[src/rtl/multicycle_control_fsm.sv]
// ============================================================================
// Module  : multicycle_control_fsm
// Brief   : Moore control FSM for the multicycle RV32I core (IF/ID/EX/MEM/WB)
//           with parametrised memory wait states. Optional macro ECALL_HALT_EN
//           turns ECALL into a sticky HALT.
// Revision: 1.0
// ============================================================================
`default_nettype none

module multicycle_control_fsm #(
    parameter int MEM_LATENCY = 1,
    parameter int CNT_W       = $clog2(MEM_LATENCY + 1)
) (
    input  logic       clk,
    input  logic       reset,
    input  logic [6:0] opcode,
    input  logic       alu_bcond,
    output logic       PCWrite,
    output logic       PCWriteCond,
    output logic       IorD,
    output logic       MemRead,
    output logic       MemWrite,
    output logic       IRWrite,
    output logic [1:0] MemtoReg,
    output logic [1:0] PCSource,
    output logic [1:0] ALUOp,
    output logic       ALUSrcA,
    output logic [1:0] ALUSrcB,
    output logic       RegWrite,
    output logic [2:0] state_o,
    output logic       is_halted
);

    typedef enum logic [2:0] {
        S_IF   = 3'd0,
        S_ID   = 3'd1,
        S_EX   = 3'd2,
        S_MEM  = 3'd3,
        S_WB   = 3'd4,
        S_WB_J = 3'd5,
        S_PC4  = 3'd6,
        S_HALT = 3'd7
    } state_t;

    localparam logic [6:0] C_OP_R     = 7'b0110011;
    localparam logic [6:0] C_OP_I     = 7'b0010011;
    localparam logic [6:0] C_OP_LD    = 7'b0000011;
    localparam logic [6:0] C_OP_ST    = 7'b0100011;
    localparam logic [6:0] C_OP_BR    = 7'b1100011;
    localparam logic [6:0] C_OP_JAL   = 7'b1101111;
    localparam logic [6:0] C_OP_JALR  = 7'b1100111;
    localparam logic [6:0] C_OP_ECALL = 7'b1110011;

    state_t           state_q, state_d;
    logic [CNT_W-1:0] cnt_q, cnt_d;
    logic             w_last;

    assign w_last = (cnt_q == CNT_W'(MEM_LATENCY - 1));

    always_ff @(posedge clk or posedge reset) begin
        if (reset) begin
            state_q <= S_IF;
            cnt_q   <= '0;
        end else begin
            state_q <= state_d;
            cnt_q   <= cnt_d;
        end
    end

    always_comb begin
        state_d     = state_q;
        PCWrite     = 1'b0;
        PCWriteCond = 1'b0;
        IorD        = 1'b0;
        MemRead     = 1'b0;
        MemWrite    = 1'b0;
        IRWrite     = 1'b0;
        MemtoReg    = 2'b00;
        PCSource    = 2'b00;
        ALUOp       = 2'b00;
        ALUSrcA     = 1'b0;
        ALUSrcB     = 2'b00;
        RegWrite    = 1'b0;

        case (state_q)
            S_IF: begin
                MemRead = 1'b1;
                if (w_last) begin
                    // No IR latch while reset is held, even though IF is "last" at latency 1.
                    IRWrite = ~reset;
                    state_d = S_ID;
                end
            end
            S_ID: begin
                ALUSrcB = 2'b10;
                case (opcode)
                    C_OP_R, C_OP_I, C_OP_LD, C_OP_ST,
                    C_OP_BR, C_OP_JAL, C_OP_JALR: state_d = S_EX;
`ifdef ECALL_HALT_EN
                    C_OP_ECALL:                   state_d = S_HALT;
`else
                    C_OP_ECALL:                   state_d = S_PC4;
`endif
                    default:                      state_d = S_PC4;
                endcase
            end
            S_EX: begin
                ALUSrcA = 1'b1;
                ALUSrcB = 2'b10;
                case (opcode)
                    C_OP_R: begin
                        ALUSrcB = 2'b00;
                        ALUOp   = 2'b10;
                        state_d = S_WB;
                    end
                    C_OP_I: begin
                        ALUOp   = 2'b10;
                        state_d = S_WB;
                    end
                    C_OP_LD, C_OP_ST: state_d = S_MEM;
                    C_OP_BR: begin
                        ALUSrcB     = 2'b00;
                        ALUOp       = 2'b01;
                        PCWriteCond = 1'b1;
                        PCSource    = 2'b01;
                        state_d     = alu_bcond ? S_IF : S_PC4;
                    end
                    C_OP_JAL: begin
                        ALUSrcA = 1'b0;
                        state_d = S_WB_J;
                    end
                    C_OP_JALR: state_d = S_WB_J;
                    default:   state_d = S_PC4;
                endcase
            end
            S_MEM: begin
                IorD = 1'b1;
                if (opcode == C_OP_LD) begin
                    MemRead = 1'b1;
                    if (w_last) state_d = S_WB;
                end else if (w_last) begin
                    MemWrite = 1'b1;
                    PCWrite  = 1'b1;
                    ALUSrcB  = 2'b01;
                    state_d  = S_IF;
                end
            end
            S_WB: begin
                RegWrite = 1'b1;
                MemtoReg = (opcode == C_OP_LD) ? 2'b01 : 2'b00;
                PCWrite  = 1'b1;
                ALUSrcB  = 2'b01;
                state_d  = S_IF;
            end
            S_WB_J: begin
                RegWrite = 1'b1;
                MemtoReg = 2'b10;
                ALUSrcB  = 2'b01;
                PCWrite  = 1'b1;
                PCSource = (opcode == C_OP_JAL) ? 2'b01 : 2'b10;
                state_d  = S_IF;
            end
            S_PC4: begin
                PCWrite = 1'b1;
                ALUSrcB = 2'b01;
                state_d = S_IF;
            end
            S_HALT:  state_d = S_HALT;
            default: state_d = S_IF;
        endcase
    end

    always_comb begin
        cnt_d = '0;
        if ((state_d == state_q) && ((state_q == S_IF) || (state_q == S_MEM)))
            cnt_d = cnt_q + CNT_W'(1);
    end

    assign state_o = state_q;

`ifdef ECALL_HALT_EN
    assign is_halted = (state_q == S_HALT);
`else
    assign is_halted = 1'b0;
`endif

endmodule

`default_nettype wire

[config.mk]
export PLATFORM = sky130hd
export DESIGN_NAME = multicycle_control_fsm
export DESIGN_NICKNAME = d
export VERILOG_FILES = /design/src/rtl/multicycle_control_fsm.sv
export SDC_FILE = /design/constraint.sdc
export NUM_CORES = 1
export LEC_CHECK = 0
export BUFFER_PORTS_ARGS = -buffer_cell sky130_fd_sc_hd__buf_4
export CORE_ASPECT_RATIO = 1.2
export CORE_MARGIN = 2
export CORE_UTILIZATION = 27
export CTS_CLUSTER_SIZE = 12
export DETAILED_ROUTE_END_ITERATION = 16
export PLACE_DENSITY = 0.53
export SETUP_SLACK_MARGIN = 0.2
export SLEW_MARGIN = 20
export SYNTH_ARGS = -nofsm -noshare
export SYNTH_HDL_FRONTEND = slang
export SYNTH_SLANG_ARGS = --single-unit
[constraint.sdc]
create_clock -name clk -period 2.09 [get_ports clk]
set_input_delay 0.209 -clock clk [delete_from_list [all_inputs] [get_ports clk]]
set_output_delay 0.209 -clock clk [all_outputs]
set_load 0.05 [all_outputs]
==> out/results.md <==
• completed — outcome
• 28 — count of buffers from port buffering
• 29.1% — initial core utilization
• 1.59 ns — CP Data Arrival Time
• 0 — number of max-slew violations in the final report
• 0.00215 mm2 — Total Die Area
• 0 — number of synthesized flops with an enable pin
• sky130_fd_sc_hd__dfrtp_1 — library cell with the largest summed area after synthesis
• 566 — routed via count
• 0 — DRC violations left
• 4 — Levels on crit path
• 21.2% — global-route met2 utilization
• 555 MHz — maximum achievable frequency
• 1 — combined buffer and inverter count along the critical path
• false — unrepaired setup endpoints after global routing
• 0.00116 W — total power draw
• 109 — Post-layout nets
• 0.04 ns — clock slew at the register clock pins of the worst setup and hold paths
• 1060 um — total half-perimeter wirelength after legalization and detailed placement
• 65.6% — P&R area growth vs syn
• 15.8% — met1 Use GR
• 55.1% — fraction of final layout cells sized beyond drive strength 1
• 0.52 ns — biggest cell delay along the critical path
• 1300 um — Detailed Route WL
• 0 — max-capacitance violation count
• 4 — clock net sink count
• 20.7% — post-synthesis sequential area ratio
• 0 — final count of negative-setup-slack endpoints
• sky130_fd_sc_hd__dfrtp_1, sky130_fd_sc_hd__nor2_1, sky130_fd_sc_hd__nand2_1 — top cells by area in the synthesized netlist
• 0.00166 mm2 — area of the placeable core
• 2100 um — wire length of the first global-routing pass
• 8 — top fanout value on the critical path
• 1.08% — met3 capacity usage during global routing
• 8 — starting DRC count in detailed routing
• 0.00714 ns — worst-case clock skew
• 3 — CTS Buf Count
• 3 — worst hold stages
• 185 — fillers
• output pin — CP Capture Type
• sky130_fd_sc_hd__nor2_1, sky130_fd_sc_hd__nand2_1, sky130_fd_sc_hd__dfrtp_1, sky130_fd_sc_hd__inv_1, sky130_fd_sc_hd__o21ai_0 — top cells by count, synth
• 12.2% — Total Routing Usage GR
• sky130_fd_sc_hd__dfrtp_4 — slowest CP cell
• input port to flop — Hold Crit Class
• 484 um2 — netlist area before placement
• 100% — share of synthesized flip-flops with an asynchronous set or reset
• flip-flops — kind of cell adding the most delay to the critical path
• flop — crit path launch type
• 0 — antenna violations before repair
• 0 ns — sum of negative setup slack
• 50.4 um — die height
• 31 — Synth cell types
• 748 um2 — dpl cell area
• 4 — Yosys reg bits
• 7.34 um2 — average cell area after synthesis
• 16 — number of cell rows
• 509 — number of global-route vias before repair
• built — CTS tree
• 109 — Inst Count DP
• 13 — largest net degree at the start of global routing
• 683 uV — peak ir drop on the vdd network
• 0.387 nW — Leak
• 802 um2 — final std cell area, no fill
• 0 — overflow left after global routing
• 1 — number of levels in the clock H-tree
• 2 — number of buffers on the longest clock path
• 0 — Final Hold Vio Count
• flop to output pin — type of the worst setup path
• sky130_fd_sc_hd__clkbuf_4 — clock root buffer master
• sky130_fd_sc_hd__nor2_1 — most frequently used cell type in the post-synthesis netlist
• and2_1, and4_2, a31o_4, buf_4 — cell-by-cell listing of the critical path
• 86.1% — period utilisation layout
• 20.7% — Yosys top cell area share
• 3 — worst r2r path cells
• 1.88 ns — CP required
• 0.23 ns — clock latency reported for the late side of the worst-skew pair
• 116 — post-layout instance count excluding filler cells
• 11.2 um — average wire per standard cell
• 66 — cell count after synthesis
• 1450 mW/mm2 — pwr/cell area
• 1.80 ns — clock period minus final worst setup slack
• sky130_fd_sc_hd__dfrtp_1 — top flip-flop cell by instance count after synthesis
• 0 — count of synthesis-stage warnings from yosys
• 30 — io pins
• met2 — most used routing layer
• 4.88 — average vias per placed instance
• 0 — number of nets with antenna violations after routing
• 4 — total iterations of the first detailed-routing run
• 0 — count of inserted antenna diode cells
• 42.7 um — width of the die
• 0.758 — weighted congestion at the end of routability-driven global placement
[cell usage in the layout (no fill, tap or decap), types with 2 or more instances in the layout]
| cell type | count |
|---|---|
| sky130_fd_sc_hd__dfrtp_2 | 2 |
| sky130_fd_sc_hd__nor2_2 | 3 |
| sky130_fd_sc_hd__and3_1 | 2 |
| sky130_fd_sc_hd__nand2_1 | 6 |
| sky130_fd_sc_hd__a21oi_1 | 2 |
| sky130_fd_sc_hd__o21ai_0 | 3 |
| sky130_fd_sc_hd__o221ai_1 | 2 |
| sky130_fd_sc_hd__a211oi_1 | 2 |
| sky130_fd_sc_hd__nor3_1 | 3 |
| sky130_fd_sc_hd__conb_1 | 2 |
| sky130_fd_sc_hd__clkbuf_4 | 3 |
| sky130_fd_sc_hd__nor2_1 | 8 |
| sky130_fd_sc_hd__a21o_4 | 2 |
| sky130_fd_sc_hd__inv_1 | 3 |
| sky130_fd_sc_hd__buf_4 | 30 |
[state kept, by name, summed over array words and instances, names as in the netlist]
signal and flops:
cnt_q 1, state_o 3
[per-layer routing]
metal	part of all wire, %	vias to the layer above
li1	-	293
met1	43	257
met2	52	16
met3	4.3	0
met4	0	0
met5	0	-
[final cells by class]
| type | count | area (um2) | area share [%] |
|---|---|---|---|
| inverter | 5 | 22.5 | 2.81 |
| multi-input combinational | 54 | 389 | 48.5 |
| timing repair buffer | 31 | 235 | 29.3 |
| sequential | 4 | 106 | 13.3 |
| tap | 18 | 22.5 | 2.81 |
| clock buffer | 4 | 26.3 | 3.28 |
[stage by stage]
| step | util, % | worst slack [ns] | hold slack (ns) |
|---|---|---|---|
| after floorplan | - | 0.164 | -0.0250 |
| after global placement | 45.0 | 0.420 | 0.112 |
| after detailed placement | 45.0 | 0.410 | 0.112 |
| after CTS | 47.2 | 0.218 | 0.400 |
| after global routing | 48.3 | 0.229 | 0.402 |
| final | 48.3 | 0.290 | 0.404 |
[report_power, final]
group          internal, W  switching (W)  leakage (nW)  total, W
clock network    0.0000717      0.0000320        0.0150  0.000104
registers         0.000115      0.0000576        0.0460  0.000173
logic             0.000296       0.000587         0.326  0.000883
[final timing paths]
| check | from | slack, ns | to |
|---|---|---|---|
| min in group asynchronous | reset | 0.42 | state_o[1] |
| max reg2reg | state_o[1] | 0.67 | state_o[2] |
| min | opcode[6] | 0.40 | state_o[1] |
| min reg2reg | state_o[2] | 0.66 | state_o[0] |
| max | state_o[1] | 0.29 | PCSource[0] |
| max in group asynchronous | reset | 1.50 | state_o[0] |
[cell families (layout without fill, tap and decap cells)]
family / after synthesis / in the layout / synth area share (%)
and+or+nand+nor: 34 / 34 / 40.6
AOI/OAI and AO/OA: 17 / 17 / 24.5
buffers and inverters: 9 / 40 / 11.6
DFF: 4 / 4 / 20.7
other: 1 / 2 / 0.774
xor gates and xnor gates: 1 / 1 / 1.81
[repair_timing]
item | CTS | global route
hold endpoints to repair | 4 | 0
resized for setup | 0 | 1
endpoints found under the setup margin | 0 | 1
hold buffers | 1 | 0
buffers inserted | 0 | 2
[tightest hold or removal path, cell delays in order]
cell and delay [ns]:
sky130_fd_sc_hd__buf_4 0.14, sky130_fd_sc_hd__o21ai_0 0.08, sky130_fd_sc_hd__a311o_1 0.17
Power figures use the tool's default switching activity.
